### src/rtl/dpwm_pkg.sv
`default_nettype none
// ============================================================================
//  Module      : dpwm_pkg
//  Description : Shared defaults, period constant and dead-time FSM state
//                encoding for the counter-comparator DPWM back end.
//  Revision    : 1.0 - initial release
// ============================================================================
package dpwm_pkg;

  // Default period counter / duty width (period = 2**CNT_W_DEF clocks).
  localparam int CNT_W_DEF = 6;
  // Default dead-time setting width.
  localparam int DT_W_DEF  = 3;
  // Last count of a period at the default width.
  localparam int PERIOD_LAST_DEF = (1 << CNT_W_DEF) - 1;

  // Dead-time FSM states. Gate outputs are decoded directly from the state.
  typedef enum logic [2:0] {
    ST_OFF     = 3'd0,
    ST_LS_ON   = 3'd1,
    ST_DT_RISE = 3'd2,
    ST_HS_ON   = 3'd3,
    ST_DT_FALL = 3'd4
  } dt_state_e;

endpackage
`default_nettype wire

### src/rtl/dpwm_deadtime_gen.sv
`default_nettype none
// ============================================================================
//  Module      : dpwm_deadtime_gen
//  Description : Dead-time FSM and dead counter. Turns the raw comparator
//                output into non-overlapping high-side/low-side gate drives.
//                Moore machine: hs/ls are decoded from the state register.
//  Ports       : clk_in, rst  - clock, synchronous active-high reset
//                start        - period boundary strobe; releases ST_OFF
//                raw          - comparator output (cnt < duty_q)
//                dt_q         - dead time in clocks, stable within a period
//                hs, ls       - gate drives, never both high
//  Revision    : 1.0 - initial release
// ============================================================================
module dpwm_deadtime_gen
  import dpwm_pkg::*;
#(
  parameter int DT_W = DT_W_DEF
) (
  input  logic            clk_in,
  input  logic            rst,
  input  logic            start,
  input  logic            raw,
  input  logic [DT_W-1:0] dt_q,
  output logic            hs,
  output logic            ls
);

  dt_state_e       state_q, state_d;
  logic [DT_W-1:0] dead_q, dead_d;
  logic            dt_zero;

  assign dt_zero = (dt_q == '0);

  always_ff @(posedge clk_in) begin
    if (rst) begin
      state_q <= ST_OFF;
      dead_q  <= '0;
    end else begin
      state_q <= state_d;
      dead_q  <= dead_d;
    end
  end

  always_comb begin
    state_d = state_q;
    dead_d  = dead_q;
    case (state_q)
      ST_OFF: begin
        if (start) state_d = ST_LS_ON;
      end
      ST_LS_ON: begin
        if (raw) begin
          if (dt_zero) begin
            state_d = ST_HS_ON;
          end else begin
            // The entry cycle itself counts as the first dead clock.
            state_d = ST_DT_RISE;
            dead_d  = dt_q - DT_W'(1);
          end
        end
      end
      ST_DT_RISE: begin
        // A pulse shorter than the dead band is swallowed: HS never fires.
        if (!raw)                state_d = ST_LS_ON;
        else if (dead_q == '0)   state_d = ST_HS_ON;
        else                     dead_d  = dead_q - DT_W'(1);
      end
      ST_HS_ON: begin
        if (!raw) begin
          if (dt_zero) begin
            state_d = ST_LS_ON;
          end else begin
            state_d = ST_DT_FALL;
            dead_d  = dt_q - DT_W'(1);
          end
        end
      end
      ST_DT_FALL: begin
        if (raw)                 state_d = ST_HS_ON;
        else if (dead_q == '0)   state_d = ST_LS_ON;
        else                     dead_d  = dead_q - DT_W'(1);
      end
      default: begin
        state_d = ST_OFF;
      end
    endcase
  end

  assign hs = (state_q == ST_HS_ON);
  assign ls = (state_q == ST_LS_ON);

endmodule
`default_nettype wire

### src/rtl/dpwm_deadtime.sv
`default_nettype none
// ============================================================================
//  Module      : dpwm_deadtime
//  Description : Counter-comparator DPWM back end with programmable dead
//                time. Free-running period counter, duty/dead-time latched at
//                the last count of each period, raw compare, dead-time FSM.
//  Ports       : clk_in, rst  - clock, synchronous active-high reset
//                duty         - high-side on-count per period
//                dead_time    - dead clocks inserted at each gate edge
//                pwm_hs/ls    - complementary gate drives (registered)
//                period_end   - one-cycle strobe at cnt == 2**CNT_W-1
//                cnt          - current period count
//  Build macro : DPWM_DEADTIME_EN - when defined, dead_time is honoured;
//                otherwise dead time is held at zero and dead_time ignored.
//  Revision    : 1.0 - initial release
// ============================================================================
module dpwm_deadtime
  import dpwm_pkg::*;
#(
  parameter int CNT_W = CNT_W_DEF,
  parameter int DT_W  = DT_W_DEF
) (
  input  logic             clk_in,
  input  logic             rst,
  input  logic [CNT_W-1:0] duty,
  input  logic [DT_W-1:0]  dead_time,
  output logic             pwm_hs,
  output logic             pwm_ls,
  output logic             period_end,
  output logic [CNT_W-1:0] cnt
);

  localparam logic [CNT_W-1:0] PERIOD_LAST = '1;

  logic [CNT_W-1:0] cnt_q, cnt_d;
  logic [CNT_W-1:0] duty_q, duty_d;
  logic [DT_W-1:0]  dt_q, dt_d;
  logic             raw;

  always_ff @(posedge clk_in) begin
    if (rst) begin
      cnt_q  <= '0;
      duty_q <= '0;
      dt_q   <= '0;
    end else begin
      cnt_q  <= cnt_d;
      duty_q <= duty_d;
      dt_q   <= dt_d;
    end
  end

  assign period_end = (cnt_q == PERIOD_LAST);

  always_comb begin
    // Natural wrap at 2**CNT_W; no terminal stall.
    cnt_d  = cnt_q + CNT_W'(1);
    duty_d = period_end ? duty : duty_q;
`ifdef DPWM_DEADTIME_EN
    dt_d   = period_end ? dead_time : dt_q;
`else
    dt_d   = '0;
`endif
  end

`ifndef DPWM_DEADTIME_EN
  logic unused_dead_time;
  assign unused_dead_time = ^dead_time;
`endif

  // duty_q == 2**CNT_W-1 still leaves one low cycle: 100% is unreachable.
  assign raw = (cnt_q < duty_q);

  dpwm_deadtime_gen #(
    .DT_W (DT_W)
  ) u_gen (
    .clk_in (clk_in),
    .rst    (rst),
    .start  (period_end),
    .raw    (raw),
    .dt_q   (dt_q),
    .hs     (pwm_hs),
    .ls     (pwm_ls)
  );

  assign cnt = cnt_q;

endmodule
`default_nettype wire

### config.mk
export PLATFORM = sky130hd
export DESIGN_NAME = dpwm_deadtime
export DESIGN_NICKNAME = d
export VERILOG_FILES = /design/src/rtl/dpwm_pkg.sv /design/src/rtl/dpwm_deadtime_gen.sv /design/src/rtl/dpwm_deadtime.sv
export SDC_FILE = /design/constraint.sdc
export NUM_CORES = 1
export LEC_CHECK = 0
export CAP_MARGIN = 20
export CORE_ASPECT_RATIO = 0.9
export CORE_MARGIN = 5
export CORE_UTILIZATION = 47
export DETAILED_ROUTE_END_ITERATION = 10
export PLACE_DENSITY = 0.77
export REMOVE_ABC_BUFFERS = 1
export SETUP_SLACK_MARGIN = 0.1
export SLEW_MARGIN = 10
export SYNTH_ARGS = -nofsm -noshare
export SYNTH_HDL_FRONTEND = slang
export SYNTH_HIERARCHICAL = 1
export SYNTH_SLANG_ARGS = --single-unit
### constraint.sdc
create_clock -name clk_in -period 3.3 [get_ports clk_in]
set_input_delay 0.99 -clock clk_in [delete_from_list [all_inputs] [get_ports clk_in]]
set_output_delay 0.99 -clock clk_in [all_outputs]
set_load 0.005 [all_outputs]
==> flow_results.org <==
** Outcome
- Outcome :: finished clean

** Floorplanning
- From left edge to right edge, the die measures 63.3 um.
- Row generation in the floorplan step produced 17 rows.
- Initial Util :: approximately half
- Core region area :: ~2400 um2
- Chip Height :: 57.9 um
- Boundary Pins :: 20
- Overall die area :: 3660 um2

** Detailed routing
- Using the TritonRoute via totals, the vias-per-cell ratio works out to between 5 and 6.
- Once detail routing completed, the nets flagged for antenna violations numbered 0.
- Final WL :: roughly 2100 um
- Iter 0 DRT Violations :: 55
- Detailed routing inserted a total of 944 vias.
- The pre-antenna-repair detailed-routing pass consisted of 4 iterations.
- In the final routed layout, each cell accounts on average for 11.9 um.
- Residual DRC count :: 0

** GRT
- Grt ovf :: 0
- Largest net degree at the start of global routing :: 26
- First-pass GRT wire length :: 3850 um
- For this run, the total global-route usage over all layers was measured as approximately 13%.
- The initial antenna violation count is 0.
- Number of global-route vias before repair :: 896

** Setup path
- For the worst setup path, the data required time is roughly 2300 ps.
- Walking the worst path, the cells encountered are ha_1 > nand3_2 > nor2_8 > clkdlybuf4s50_1.
- The critical path is of the register to output pin type.
- Along the worst path, the maximum fanout reaches 8.
- Data on the critical path arrives at its endpoint at 1860 ps.
- Setup crit end kind :: output pin
- Kind of start point of the critical path :: register
- Longest individual stage delay on the worst path :: 530 ps
- The slowest stage of the critical path belongs to the cell clkdlybuf4s50_1.
- Register-to-register setup slack :: 980 ps

** Synthesis
- Total of warnings raised by yosys :: 6
- Cells after Synth :: 128
- Yosys mapped a number of flops with a built-in enable equal to 0.
- Mapped Avg Cell Area :: 9.37 um2
- Top post-synthesis cells by count :: dfxtp_1, nand2b_1, inv_1
- After synthesis the netlist holds a flip-flop and latch count of 18.
- The synthesized design devotes to its leading area cell type about 30% of total area.
- Yosys instantiated no cell more often than dfxtp_1.
- Netlist Area Pre-Place :: 1200 um2
- After synthesis, the share of flip-flops with an asynchronous set or reset is 0%.
- Sequential area share after synthesis :: between 30% and 40%
- Synth area leaders :: dfxtp_1, ha_1, nand2b_1, mux2i_1, buf_6
- The synthesized netlist contains 50 unique library cells.
- Most frequently used flop master after synthesis :: dfxtp_1
- Summed over all instances, the cell type with the most area after synthesis is dfxtp_1.

** Clocking
- The clock passes through at most 2 buffers.
- Gates resized, CTS repair :: 0
- Clock tree from TritonCTS :: built
- CTS H-Tree Depth :: 1
- Counting every sink on the clock net gives 18.
- After clock tree synthesis, the clock-pin slew on the worst setup and hold paths is 110 ps.
- Clock latency on the worst-skew pair, taken at its later pin, is 280 ps.
- CTS placed an instance of clkbuf_4 at the clock tree root.
- Count of hold buffers inserted by post-cts repair :: 0
- In this run, CTS created clock tree buffers numbering 3.
- The number of setup buffers added after CTS is 0.

** STA
- The number of endpoints with negative hold slack in the final report is 0.
- Worst hold slack after final layout :: 481 ps
- Dividing the final minimum period by the clock period gives 86.5%.
- Setup violations remaining at the end of the flow were counted as 0.
- Skew final :: roughly 5.7 ps
- Fmax :: approximately 0.35 GHz
- RSZ-0062 raised after global routing :: false
- Setup TNS Final :: 0 ps
- Measured against its own limit, the worst slew margin works out to 49.2%.
- For the pin with the worst max-slew slack, the measured transition is 760 ps.
- Min cycle time layout :: 2850 ps
- Final Slew Violations :: 0

** Place
- Total of buffers placed on input and output ports :: 16
- Once detailed placement completed, the half-perimeter wirelength came to approximately 1600 um.
- At the end of routability-driven placement, the weighted congestion stood at 0.826.

** Cells and area
- The layout has 227 filler cells.
- Compared with the post-synthesis result, the final layout area differs by 17.1%.
- Total Nets Final :: 170
- The repair_antennas step left the layout with diodes totalling 0.
- Proportion of layout cells with a drive suffix above 1 :: 11.3%

** Flow run
- Max-cap violations in this run came to 0.

** Power and ir drop
- Largest voltage drop on the vdd net :: 0.147 mV
- Power per Cell Area :: roughly 290 nW/um2
- Overall power of the completed layout :: between 0.4 and 0.5 mW
- For this design the static power due to leakage is approximately 0.55 nW.

** Worst hold path
- Class of the worst hold path :: register to register
==> state kept, by name, summed over array words and instances (netlist names) <==
signal	cells
cnt	6
duty_q	6
u_gen/dead_q	3
u_gen/state_q	3
==> final cells by class <==
class                   instances  area [um2]  area share, %
clock buffers                   4        36.3           2.58
inverters                      10        37.5           2.67
multi-input cells             102         768           54.7
flip-flops and latches         18         360           25.6
well taps                      28        35.0           2.49
repair buffers                 17         168           11.9
==> routing by layer <==
| layer | GRT usage, % | wire length, um | up-vias |
|---|---|---|---|
| li1 | - | - | 490 |
| met1 | 15.4 | 1010 | 428 |
| met2 | 20.5 | 969 | 20 |
| met3 | 3.68 | 117 | 6 |
| met4 | 5.34 | 39 | 0 |
| met5 | 0 | 0 | - |
==> kinds of logic after synthesis <==
group / synth area share, %
and+or+nand+nor: 27.1
AOI/OAI and AO/OA: 15.7
DFF: 30.0
buffers and inverters: 8.45
muxes: 6.78
adders and majority gates: 7.30
xor gates and xnor gates: 4.28
other: 0.313
==> stage by stage <==
stage	setup slack, ps	area [um2]	cells	util (%)
2_1_floorplan	766	1170	130	-
3_3_place_gp	764	1370	175	56.0
3_5_place_dp	739	1370	175	56.0
4_1_cts	408	1410	179	57.4
5_1_grt	278	1410	179	57.4
6_report	445	1410	179	57.4
==> report_power, final <==
part | internal (mW) | leakage (nW) | switching [mW] | total, mW
Clock | 0.0670 | 0.0210 | 0.0669 | 0.134
Combinational | 0.0283 | 0.386 | 0.0227 | 0.0511
Sequential | 0.220 | 0.146 | 0.00399 | 0.224
==> cells in the final DEF, fill, tap and decap left out, types with 2 or more instances in the layout <==
cell type        instances
a211oi_1                 2
a21oi_1                  4
a221oi_1                 2
and2b_2                  2
clkbuf_4                 3
clkdlybuf4s50_1         16
conb_1                   9
dfxtp_1                 18
ha_1                     7
inv_1                   10
mux2i_1                  7
nand2_1                  5
nand2b_1                13
nand3_1                  2
nor2_1                   7
nor2b_1                  2
nor3_1                   2
o2111ai_1                2
o21ai_0                  2
or3_1                    2
xor2_1                   3
==> critical path, delay by kind of cell, from the launching register on <==
kind / cells / cell delay, ps
adder cells (fa/ha/maj): 1 / 230
buffers and inverters: 1 / 530
flip-flops: 1 / 410
AND/OR/NAND/NOR: 2 / 410
==> path summary, 6_finish.rpt <==
path / to / depth (start not counted) / startpoint
max: period_end / 4 / cnt[0]
min: duty_q[3] / 2 / duty_q[3]
max reg2reg: u_gen/dead_q[0] / 9 / cnt[2]
min reg2reg: duty_q[3] / 2 / duty_q[3]
Note: power is estimated with default switching activity, not from simulation.
